===== config.mk =====
export PLATFORM = sky130hd
export DESIGN_NAME = ysyx_25020037_mdu
export DESIGN_NICKNAME = d
export VERILOG_FILES = /design/src/rtl/ysyx_25020037_mdu.sv
export SDC_FILE = /design/constraint.sdc
export NUM_CORES = 1
export LEC_CHECK = 0
export CAP_MARGIN = 20
export CORE_ASPECT_RATIO = 0.9
export CORE_MARGIN = 5
export CORE_UTILIZATION = 50
export DETAILED_ROUTE_END_ITERATION = 7
export PLACE_DENSITY = 0.69
export SYNTH_ARGS = -nofsm -noshare
export SYNTH_HDL_FRONTEND = slang
export SYNTH_SLANG_ARGS = --single-unit

===== constraint.sdc =====
create_clock -name clk -period 5.3 [get_ports clk]
set_input_delay 1.06 -clock clk [delete_from_list [all_inputs] [get_ports clk]]
set_output_delay 1.06 -clock clk [all_outputs]
set_load 0.01 [all_outputs]

===== src/rtl/ysyx_25020037_mdu.sv =====
// Iterative RV32M multiply/divide unit: shift-add multiply and restoring divide on operand
// magnitudes, RADIX_BITS bits per cycle, with sign correction applied in a final fix-up cycle.
module ysyx_25020037_mdu #(
  parameter int unsigned XLEN       = 32,
  parameter int unsigned RADIX_BITS = 1
) (
  input  logic            clk,
  input  logic            rst,
  input  logic            in_valid,
  output logic            in_ready,
  input  logic [2:0]      op,
  input  logic [XLEN-1:0] src1,
  input  logic [XLEN-1:0] src2,
  input  logic            flush,
  output logic            out_valid,
  input  logic            out_ready,
  output logic [XLEN-1:0] result,
  output logic            busy
);

  localparam int unsigned STEPS = XLEN / RADIX_BITS;
  localparam int unsigned CW    = $clog2(STEPS + 1);

  typedef enum logic [1:0] {StIdle, StCalc, StFix, StDone} state_e;

  state_e              state_q;
  logic [CW-1:0]       cnt_q;
  logic [2:0]          op_q;
  logic                sign1_q, sign2_q;
  logic [XLEN-1:0]     opa_q;
  logic [2*XLEN-1:0]   acc_q;

  logic                is_div, s1_signed, s2_signed, neg1, neg2;
  logic                div_zero, div_ovf, special;
  logic [XLEN-1:0]     mag1, mag2, special_res;

  assign is_div    = op[2];
  assign s1_signed = (op == 3'b001) || (op == 3'b010) || (op == 3'b100) || (op == 3'b110);
  assign s2_signed = (op == 3'b001) || (op == 3'b100) || (op == 3'b110);
  assign neg1      = s1_signed & src1[XLEN-1];
  assign neg2      = s2_signed & src2[XLEN-1];
  assign mag1      = neg1 ? -src1 : src1;
  assign mag2      = neg2 ? -src2 : src2;

  assign div_zero = is_div && (src2 == '0);
  assign div_ovf  = ((op == 3'b100) || (op == 3'b110)) &&
                    (src1 == {1'b1, {(XLEN-1){1'b0}}}) && (src2 == '1);
  assign special  = div_zero || div_ovf;

  always_comb begin
    special_res = '0;
    if (div_zero) begin
      special_res = op[1] ? src1 : '1;
    end else if (div_ovf) begin
      special_res = op[1] ? '0 : src1;
    end
  end

  // One iteration cycle: RADIX_BITS unrolled single-bit multiply or divide steps.
  // Multiply: acc = {partial high, remaining multiplier}; divide: acc = {remainder, dividend/quotient}.
  logic [2*XLEN:0]   mt;
  logic [XLEN:0]     dr;
  logic [XLEN-1:0]   dq;
  logic [2*XLEN-1:0] step_acc;

  always_comb begin
    mt = {1'b0, acc_q};
    dr = {1'b0, acc_q[2*XLEN-1:XLEN]};
    dq = acc_q[XLEN-1:0];
    for (int i = 0; i < int'(RADIX_BITS); i++) begin
      if (mt[0]) begin
        mt[2*XLEN:XLEN] = mt[2*XLEN:XLEN] + {1'b0, opa_q};
      end
      mt = mt >> 1;
      dr = {dr[XLEN-1:0], dq[XLEN-1]};
      dq = {dq[XLEN-2:0], 1'b0};
      if (dr >= {1'b0, opa_q}) begin
        dr    = dr - {1'b0, opa_q};
        dq[0] = 1'b1;
      end
    end
    step_acc = op_q[2] ? {dr[XLEN-1:0], dq} : mt[2*XLEN-1:0];
  end

  logic [2*XLEN-1:0] prod;
  logic [XLEN-1:0]   quo, rem, fix_res;

  always_comb begin
    prod = (sign1_q ^ sign2_q) ? -acc_q : acc_q;
    quo  = (sign1_q ^ sign2_q) ? -acc_q[XLEN-1:0] : acc_q[XLEN-1:0];
    rem  = sign1_q ? -acc_q[2*XLEN-1:XLEN] : acc_q[2*XLEN-1:XLEN];
    if (op_q[2]) begin
      fix_res = op_q[1] ? rem : quo;
    end else if (op_q == 3'b000) begin
      fix_res = prod[XLEN-1:0];
    end else begin
      fix_res = prod[2*XLEN-1:XLEN];
    end
  end

  always_ff @(posedge clk or posedge rst) begin
    if (rst) begin
      state_q   <= StIdle;
      cnt_q     <= '0;
      op_q      <= '0;
      sign1_q   <= 1'b0;
      sign2_q   <= 1'b0;
      opa_q     <= '0;
      acc_q     <= '0;
      out_valid <= 1'b0;
      result    <= '0;
    end else if (flush) begin
      state_q   <= StIdle;
      out_valid <= 1'b0;
      cnt_q     <= '0;
    end else begin
      unique case (state_q)
        StIdle: begin
          if (in_valid) begin
            op_q    <= op;
            sign1_q <= neg1;
            sign2_q <= neg2;
            opa_q   <= is_div ? mag2 : mag1;
            acc_q   <= {{XLEN{1'b0}}, is_div ? mag1 : mag2};
            if (special) begin
              result    <= special_res;
              out_valid <= 1'b1;
              state_q   <= StDone;
            end else begin
              cnt_q   <= CW'(STEPS);
              state_q <= StCalc;
            end
          end
        end
        StCalc: begin
          acc_q <= step_acc;
          cnt_q <= cnt_q - CW'(1);
          if (cnt_q == CW'(1)) begin
            state_q <= StFix;
          end
        end
        StFix: begin
          result    <= fix_res;
          out_valid <= 1'b1;
          state_q   <= StDone;
        end
        StDone: begin
          if (out_ready) begin
            out_valid <= 1'b0;
            state_q   <= StIdle;
          end
        end
        default: state_q <= StIdle;
      endcase
    end
  end

  assign in_ready = (state_q == StIdle);
  assign busy     = (state_q != StIdle);

endmodule


After elaboration in Yosys (flattened, before gate mapping) --
Index checks and enable logic that the tools add are counted.
Cells by class: add/subtract/negate cells 8, order comparisons 1, equality and inequality tests 17, muxes and demuxes 38, bitwise logic cells 4, reduce and logical (&&, ||, !) cells 24
Operators by type and width (number):
- two-way mux 32 bit | 16
- two-way mux 64 bit | 3
- negation 32 bit | 4
- case mux 64 bit (2 select lines) | 1
- == test 32 bit, second input constant | 2
- negation 64 bit | 1
- case mux 32 bit (2 select lines) | 1
- adder 32 x 32 -> 33 bit | 1
- greater-or-equal comparator 33 x 32 -> 1 bit | 1
- two-way mux 33 bit | 1
- logical NOT 32 bit | 1
- subtractor 32 bit | 1
- two-way mux 6 bit | 3
- case mux 6 bit (2 select lines) | 1
- AND reduction 3 bit | 4
- two-way mux 2 bit | 5
- inequality test 3 bit, second input constant | 3
- case mux 2 bit (4 select lines) | 1
- AND reduction 4 bit | 2
- logical OR 1 bit | 7
- == test 3 bit, second input constant | 2
- == test 6 x 1 -> 1 bit, second input constant | 1
- nonzero test 2 bit | 3
- subtractor 6 x 1 -> 6 bit, second input constant | 1
- other kinds (18) | 26
Storage, ports and cells: register bits 142, output and inout bits 35

Longest topological paths before layout --
Gate-level depths: netlist of run 1.
word-level depth 9, gate-level depth with buffers 14

Least setup slack after synthesis of run 1 --
No wires, ideal clock.
path type input port to flip-flop, start point in src2[24], end point reg result[12], setup time 0.133 ns, arrival time 3.466 ns, required time 5.167 ns, setup slack 1.702 ns, stages 10, cells stage by stage or4_1 > or3_1 > or4_4 > o22ai_2 > a31oi_1 > or2_1 > buf_6 > buf_6 > nor4_2 > a21oi_1
On the way: word-level cells in the longest chain between the ends 7, elaborated cells between the ends (all ways) 12, classes of those cells eq/ne (2); mux (5); reduce/logical (5)
RTL lines:
- start: declaration | RTL line 13 | input logic [XLEN-1:0] src2,
- == test 32 bit | RTL line 47 | (src1 == {1'b1, {(XLEN-1){1'b0}}}) && (src2 == '1);
- logical AND 1 bit | RTL line 47
- two-way mux 32 bit | RTL line 54 | end else if (div_ovf) begin
- two-way mux 32 bit | RTL line 52 | if (div_zero) begin
- two-way mux 32 bit | RTL line 125 | if (special) begin
- two-way mux 32 bit | RTL line 119 | if (in_valid) begin
- case mux 32 bit (2 select lines) | RTL line 117 | unique case (state_q)
- end signal: assignment | RTL line 126 | result <= special_res;
- end signal: assignment | RTL line 143 | result <= fix_res;
- end: declaration | RTL line 17 | output logic [XLEN-1:0] result,
Several ways; a longest one is shown, not always the timed one. The select of a mux whose other input is x is not followed. A chain may end at the register's enable or synchronous reset.

Worst setup path in the final report of run 1 --
start point in src1[2], end point reg result[29]
On the way: word-level cells in the longest chain between the ends 8, elaborated cells between the ends (all ways) 11, classes of those cells eq/ne (2); mux (5); reduce/logical (4)
RTL lines:
- start: declaration | RTL line 12 | input logic [XLEN-1:0] src1,
- == test 32 bit * | RTL line 47
- logical AND 1 bit * | RTL line 46 | assign div_ovf = ((op == 3'b100) || (op == 3'b110)) &&
- logical AND 1 bit * | RTL line 47
- two-way mux 32 bit | RTL line 54
- two-way mux 32 bit | RTL line 52
- two-way mux 32 bit | RTL line 125
- two-way mux 32 bit | RTL line 119
- case mux 32 bit (2 select lines) | RTL line 117
Mark *: on every way between the ends. The rest lies on a longest branch, timed or not. The select of a mux whose other input is x is not followed.

==> metrics.txt, run 1 <==
critical path's slowest cell=or4_1; TritonCTS buffer count=17; Clk Latency, worst-skew pair=0.44 ns; top-area cell type share of the netlist area=22.50%; grt ovf=0; Worst setup endpoint=result[29]$_DFFE_PP0P_; Yosys top cell by area=dfrtp_1; port bufs=106; post-synthesis cell count=2174; total number of vias=16.89k; gpl congestion=1.050; synthesized net count=2323; Total Routed Length=62.09 mm; Total GRT Usage=34.67%; CTS Hold Bufs=0; ys flop type=dfrtp_1; Clk network pwr share=10.3%; Avg Cell Area, Syn=7.263 µm²; Hold Fails Final Rpt=0; f_max=232.7 MHz; final period utilization=81.09%; flops & latches, synth=142; Net count, final=2328; pin count of the biggest net entering global routing=80; Hold Slack=0.4797 ns; status=complete, no violations; R2R depth=12; RSZ-0062 raised after global routing=no; final worst path period need=4.298 ns; synthesis warning total=0; DIE WIDTH=197.3 µm; Slew Viols, Final=0; post_cts resized=0; first-pass GRT wire length=94.14 mm; # setup viols final=0; clk root buf=clkbuf_16; diode count=0; initial antenna violation count=0; vias per std cell=6.493; Post-DP HPWL=47.90 mm; slowest stage delay, CP=0.62 ns; R2R Path End=acc_q[61]$_DFFE_PP0P_; Post-synth EDFFs=0; Area Growth Syn to Fin=12.00%; CP Data Required Time=5.61 ns; Least-Margin Pin Slew=1.062 ns; Sw Pwr=6.896 mW; full die area=35240 µm²; H-tree levels=4; core area=31060 µm²; Buf/Inv on CP=2; number of cell rows=61; crit path DAT=4.61 ns; clk buf depth=2; CTS tree=yes; Critical path origin=src1[2]; Combinational Power Share=70.2%; First DRT Iteration DRCs=2218; fin worst setup slack=1.002 ns; clk_skew=0.01422 ns; clock sinks=142; Sequential Power Share=19.5%; register area share after synthesis=22.50%; proportion of layout cells with a drive suffix above 1=6.524%; setup TNS=0 ns; CP max FO=37; pre-CTS WS=0.5877 ns; cell family with most CP delay=simple AND/OR/NAND/NOR gates; max-cap violations=0; Post-synth top cells=246 x nor2_1, 237 x nand2_1, 205 x a21oi_1, 178 x o21ai_0, 142 x dfrtp_1; PD cells=696.4 nW/µm²; top cells by area, synth=dfrtp_1 23%, xnor2_1 6.5%, a21oi_1 6.5%; Switching Fraction=55.99%; routed len/inst=23.87 µm; Die H=178.6 µm; most frequent cell after synthesis=nor2_1; Async S/R FF share, synth=100.0%; P_leak=7.177 nW; Ports=107; P_int=5.419 mW; DRC viols=0; vias in the first global route=15.48k; initial core utilization=50.83%; number of unique standard cell types used by synthesis=76; Setup crit start kind=input port; CP Capture Type=flop; Clock transition at path regs=0.07 ns; DRT Pass-1 Iters=7; reg2reg start=acc_q[32]$_DFFE_PP0P_; WS Path Type=in -> reg; Worst path depth=10; worst path cell trace=clkdlybuf4s50_1, or4_1, nor4b_2, nand4_1, o22ai_2, a31oi_1, or2_2, buf_4, nand2_1, o21ai_0; r2r setup slk=1.08 ns; post-route ant nets=0; VDD IR max=407.8 µV; Hold Path Class=reg -> reg; worst relative slew slack=29.23%; Cell Area, Synth=15790 µm²; setup bufs post-CTS=0
registers in the layout (all words and copies together) (netlist names):
signal     cells
acc_q         64
cnt_q          6
op_q           3
opa_q         32
out_valid      1
result        32
sign1_q        1
sign2_q        1
state_q        2
worst min-delay path by stage:
stage               slack, ns                      to                    from  cells past startpoint
finish                   0.48   result[1]$_DFFE_PP0P_   result[1]$_DFFE_PP0P_                      2
floorplan                0.46     op_q[0]$_DFFE_PP0P_     op_q[0]$_DFFE_PP0P_                      2
global route             0.51  result[28]$_DFFE_PP0P_  result[28]$_DFFE_PP0P_                      2
detailed placement       0.47   result[1]$_DFFE_PP0P_   result[1]$_DFFE_PP0P_                      2
global placement         0.46  result[30]$_DFFE_PP0P_  result[30]$_DFFE_PP0P_                      2
CTS                      0.49   result[1]$_DFFE_PP0P_   result[1]$_DFFE_PP0P_                      2
tightest hold or removal path: cells and delay by family, from the launching register on:
family           cells  cell delay, ns
flip-flops           1            0.34
AND/OR/NAND/NOR      1            0.05
AO/OA/AOI/OAI        1            0.06
layout by cell type, fill, tap and decap left out, types with 9 or more instances in the layout:
| cell type | synthesis | layout |
|---|---|---|
| a211oi_1 | 48 | 48 |
| a21o_1 | 21 | 21 |
| a21oi_1 | 205 | 204 |
| a221oi_1 | 10 | 10 |
| a22o_1 | 12 | 12 |
| a31oi_1 | 29 | 29 |
| a32o_1 | 9 | 9 |
| and2_1 | 12 | 12 |
| and3_1 | 14 | 14 |
| buf_4 | 0 | 36 |
| clkbuf_16 | 0 | 17 |
| clkdlybuf4s50_1 | 0 | 105 |
| dfrtp_1 | 142 | 141 |
| ha_1 | 75 | 74 |
| inv_1 | 82 | 81 |
| mux2_2 | 36 | 36 |
| mux2i_1 | 30 | 30 |
| nand2_1 | 237 | 237 |
| nand2b_1 | 17 | 17 |
| nand3_1 | 45 | 45 |
| nand4_1 | 30 | 30 |
| nor2_1 | 246 | 245 |
| nor2b_1 | 14 | 14 |
| nor3_1 | 60 | 58 |
| nor4_1 | 12 | 12 |
| o211ai_1 | 28 | 28 |
| o21a_1 | 18 | 18 |
| o21ai_0 | 178 | 178 |
| o221ai_1 | 12 | 12 |
| o31ai_1 | 31 | 31 |
| o41ai_1 | 16 | 16 |
| or2_2 | 10 | 11 |
| or3_1 | 19 | 18 |
| or4_1 | 9 | 9 |
| xnor2_1 | 118 | 117 |
| xor2_1 | 79 | 78 |
layout make-up:
type,count,area [µm²]
clock buffer,17,425.4
clock inverter,15,188.9
fill,2991,13380
inverter,83,316.6
multi-input combinational,1793,11360
sequential,142,3557
tap,409,511.7
timing repair buffer,142,1326
metal layers:
metal / share of wire [%] / vias up / GRT usage [%] / routed length, µm
li1: - / 7856 / - / -
met1: 44 / 7994 / 51.52 / 27570
met2: 40 / 924 / 48.54 / 25080
met3: 12 / 114 / 8.895 / 7238
met4: 3.6 / 0 / 11.53 / 2205
met5: 0 / - / 0 / 0
metrics by stage:
stage | utilization [%] | instances | cell area, µm² | total power, mW
finish | 56.93 | 2601 | 17680 | 12.32
global placement | 54.93 | 2568 | 17060 | 10.65
CTS | 56.91 | 2600 | 17680 | 12.04
global route | 56.93 | 2601 | 17680 | 13.16
detailed placement | 54.93 | 2568 | 17060 | 10.75
floorplan | - | 2174 | 15790 | 8.270
logic make-up (layout without fill, tap and decap cells):
logic type      after synthesis  in the layout  synth area share, %
compound gates              694            694                27.65
xor+xnor                    197            197                10.93
fa+ha+maj                    77             77                6.197
buf+inv                     239            257                5.816
flops                       142            142                22.50
mux                          70             70                4.778
simple gates                755            755                22.13
power groups by stage:
stage | logic, mW | clock network, mW | registers, mW
finish | 8.65 | 1.26 | 2.40
global route | 9.41 | 1.32 | 2.43
global placement | 8.29 | 0 | 2.36
detailed placement | 8.38 | 0 | 2.37
floorplan | 6.43 | 0 | 1.84
CTS | 8.43 | 1.27 | 2.35
Power figures use the tool's default switching activity.
==> run 2, diff against run 1 <==
Clock period 5.3 ns to 4.02 ns, I/O delays scaled along.
==> run 2 against run 1 <==
Power up 35%; sequential power up 25%; first-iteration DRC count about the same; register-to-register slack worse by 0.92 ns; clock skew down 0.00061 ns; worst hold slack worse by 0.00066 ns; via count up 2.7%; die area unchanged; critical path type is now reg -> reg.
==> metrics.txt, run 2 (synthesis gave the netlist of run 1 again) <==
status=complete, no violations; Hold Slack=0.4790 ns (-0.0006630 ns); total power=16.62 mW (+35%); R2R Path End=acc_q[61]$_DFFE_PP0P_; Switching Fraction=54.02% (-2.0 points); proportion of layout cells with a drive suffix above 1=9.492% (+3.0 points); PD cells=907.9 nW/µm² (+30%); diode count=0 (unchanged); hold_sp=result[30]$_DFFE_PP0P_; # setup viols final=0 (unchanged); number of cell rows=61 (unchanged); routed len/inst=23.09 µm (-3.3%); Combinational Power Share=71.5% (+1.3 points); First DRT Iteration DRCs=2219 (+0.045%); setup TNS=0 ns (unchanged); placed inst area=17690 µm² (+3.7%); port bufs=106 (unchanged); fin worst setup slack=0.1592 ns (-0.8430 ns); final worst path period need=3.861 ns; Ports=107 (unchanged); max-cap violations=0 (unchanged); RSZ-0062 raised after global routing=no; P_leak=7.543 nW (+5.1%); Sw Pwr=8.979 mW (+30%); vias per std cell=6.484 (-0.14%); clk_skew=0.01362 ns (-0.0006078 ns); CTS tree=yes; critical path's slowest cell=a2111oi_1; clk root buf=clkbuf_16; r2r setup slk=0.16 ns (-0.92 ns); worst relative slew slack=39.36% (+10 points); Clk Latency, worst-skew pair=0.43 ns (about the same); clock sinks=142 (unchanged); leading cell type in the layout, fill and taps excluded=nor2_1; Net count, final=2402 (+3.2%); Final Instance Area=18310 µm² (+3.5%); grt ovf=0 (unchanged); CP max FO=3 (-92%); VDD IR max=547.5 µV (+34%); f_max=259.0 MHz; DIE WIDTH=197.3 µm (unchanged); Area Growth Syn to Fin=15.94%; Slew Viols, Final=0 (unchanged); Clock transition at path regs=0.06 ns (about the same); Largest Register=acc_q; initial antenna violation count=0 (unchanged); Clk network pwr share=10.4% (about the same); worst path cell trace=ha_1, inv_1, fa_1, nor2b_1, o31ai_1, a211oi_1, or2_2, a2111oi_1, buf_4, nor2_1, or4b_2, nand4_1, and3_1; cell family with most CP delay=simple AND/OR/NAND/NOR gates; P_int=7.643 mW (+41%); total number of vias=17.34k (+2.7%); CTS Hold Bufs=0 (unchanged); Finished Layout Cells=2674 (+2.8%); Sequential Power Share=18.1% (-1.4 points); DRT Pass-1 Iters=6 (-1); max reg flops=64 (unchanged); first-pass GRT wire length=93.21 mm (-1.0%); worst hold stages=2 (unchanged); post-route ant nets=0 (unchanged); CP Capture Type=flop; most frequent cells in the layout=245 x nor2_1, 237 x nand2_1, 204 x a21oi_1; WS Path Type=reg -> reg; pin count of the biggest net entering global routing=64 (-20%); placed cells=2643 (+2.9%); Least-Margin Pin Slew=0.9051 ns (-0.1565 ns); vias in the first global route=15.94k (+3.0%); Total Routed Length=61.73 mm (-0.58%); Total GRT Usage=34.07% (-0.60 points); Die H=178.6 µm (unchanged); Buf/Inv on CP=2 (unchanged); Fillers=2904 (-2.9%); full die area=35240 µm² (unchanged); core area=31060 µm² (unchanged); WHS Endpoint=result[30]$_DFFE_PP0P_; final period utilization=96.04%; pre-CTS WS=-0.03091 ns (-0.6186 ns); Largest regs=acc_q (64), opa_q (32), result (32); DRC viols=0 (unchanged); Final Util=58.94% (+2.0 points); clk buf depth=2 (unchanged); crit path DAT=4.23 ns (-0.38 ns); CP Data Required Time=4.39 ns (-1.22 ns); reg2reg start=opa_q[0]$_DFFE_PP0P_; Hold Fails Final Rpt=0 (unchanged); initial core utilization=50.83% (unchanged); Hold Path Class=reg -> reg; gpl congestion=1.069 (+1.8%); slowest stage delay, CP=0.66 ns (+0.04 ns); R2R depth=13 (+1); Post-DP HPWL=48.20 mm (+0.63%); TritonCTS buffer count=17 (unchanged); Setup crit start kind=flop; H-tree levels=4 (unchanged)
## run 2: cell count changes in the layout (fill, tap and decap cells not counted)
cell        delta
clkinv_2       +1
inv_8          -5
clkbuf_1       +1
a2111oi_1      +1
a2111oi_0      -1
inv_12         -1
inv_6          -1
clkinv_8       -5
buf_4         +69
buf_12         +5
bufinv_16      +4
clkinvlp_4     +5
## run 2: worst max path at each step
stage | depth (start not counted) | slack [ns] | to | start
2_1_floorplan | 10 | 0.68 | result[12]$_DFFE_PP0P_ | src2[24]
3_3_place_gp | 10 | 0.07 | result[28]$_DFFE_PP0P_ | src2[24]
3_5_place_dp | 9 | -0.03 | result[2]$_DFFE_PP0P_ | src2[24]
4_1_cts | 13 | 0.11 | acc_q[61]$_DFFE_PP0P_ | opa_q[0]$_DFFE_PP0P_
5_1_grt | 13 | 0.04 | acc_q[61]$_DFFE_PP0P_ | opa_q[0]$_DFFE_PP0P_
6_report | 13 | 0.16 | acc_q[61]$_DFFE_PP0P_ | opa_q[0]$_DFFE_PP0P_
## run 2: area by class of cell
class	instances	area, µm²	area share [%]
well taps	409	511.7	2.795
clock inverters	13	190.2	1.039
repair buffers	216	1944	10.62
inverters	83	315.3	1.722
flip-flops and latches	142	3557	19.43
multi-input cells	1793	11360	62.05
clock buffers	18	429.2	2.344
## run 2: power groups by stage
| stage | Combinational, mW | Clock (mW) | Sequential, mW |
|---|---|---|---|
| 2_1_floorplan | 8.48 | 0 | 2.42 |
| 3_3_place_gp | 11.3 | 0 | 2.96 |
| 3_5_place_dp | 11.5 | 0 | 2.97 |
| 4_1_cts | 11.5 | 1.74 | 2.95 |
| 5_1_grt | 12.8 | 1.80 | 3.06 |
| 6_report | 11.9 | 1.73 | 3.01 |
## run 2: what timing repair did
action,in CTS,in global routing
resized for setup,0,1
hold endpoints to repair,0,0
endpoints found under the setup margin,0,1
buffers inserted,0,0
## run 2: worst reg2reg max path: cells and delay by family (launching register included)
| family | cells | cell delay (ns) |
|---|---|---|
| AOI/OAI and AO/OA | 3 | 1.19 |
| adders and majority gates | 2 | 0.48 |
| buffers and inverters | 2 | 0.31 |
| DFF | 1 | 0.42 |
| and+or+nand+nor | 6 | 1.39 |
## run 2: routing by layer
metal  share of wire, %  GRT usage, %
met5                  0             0
met1                 42         48.25
met2                 41         48.23
met4                4.2         12.80
met3                 13         10.97
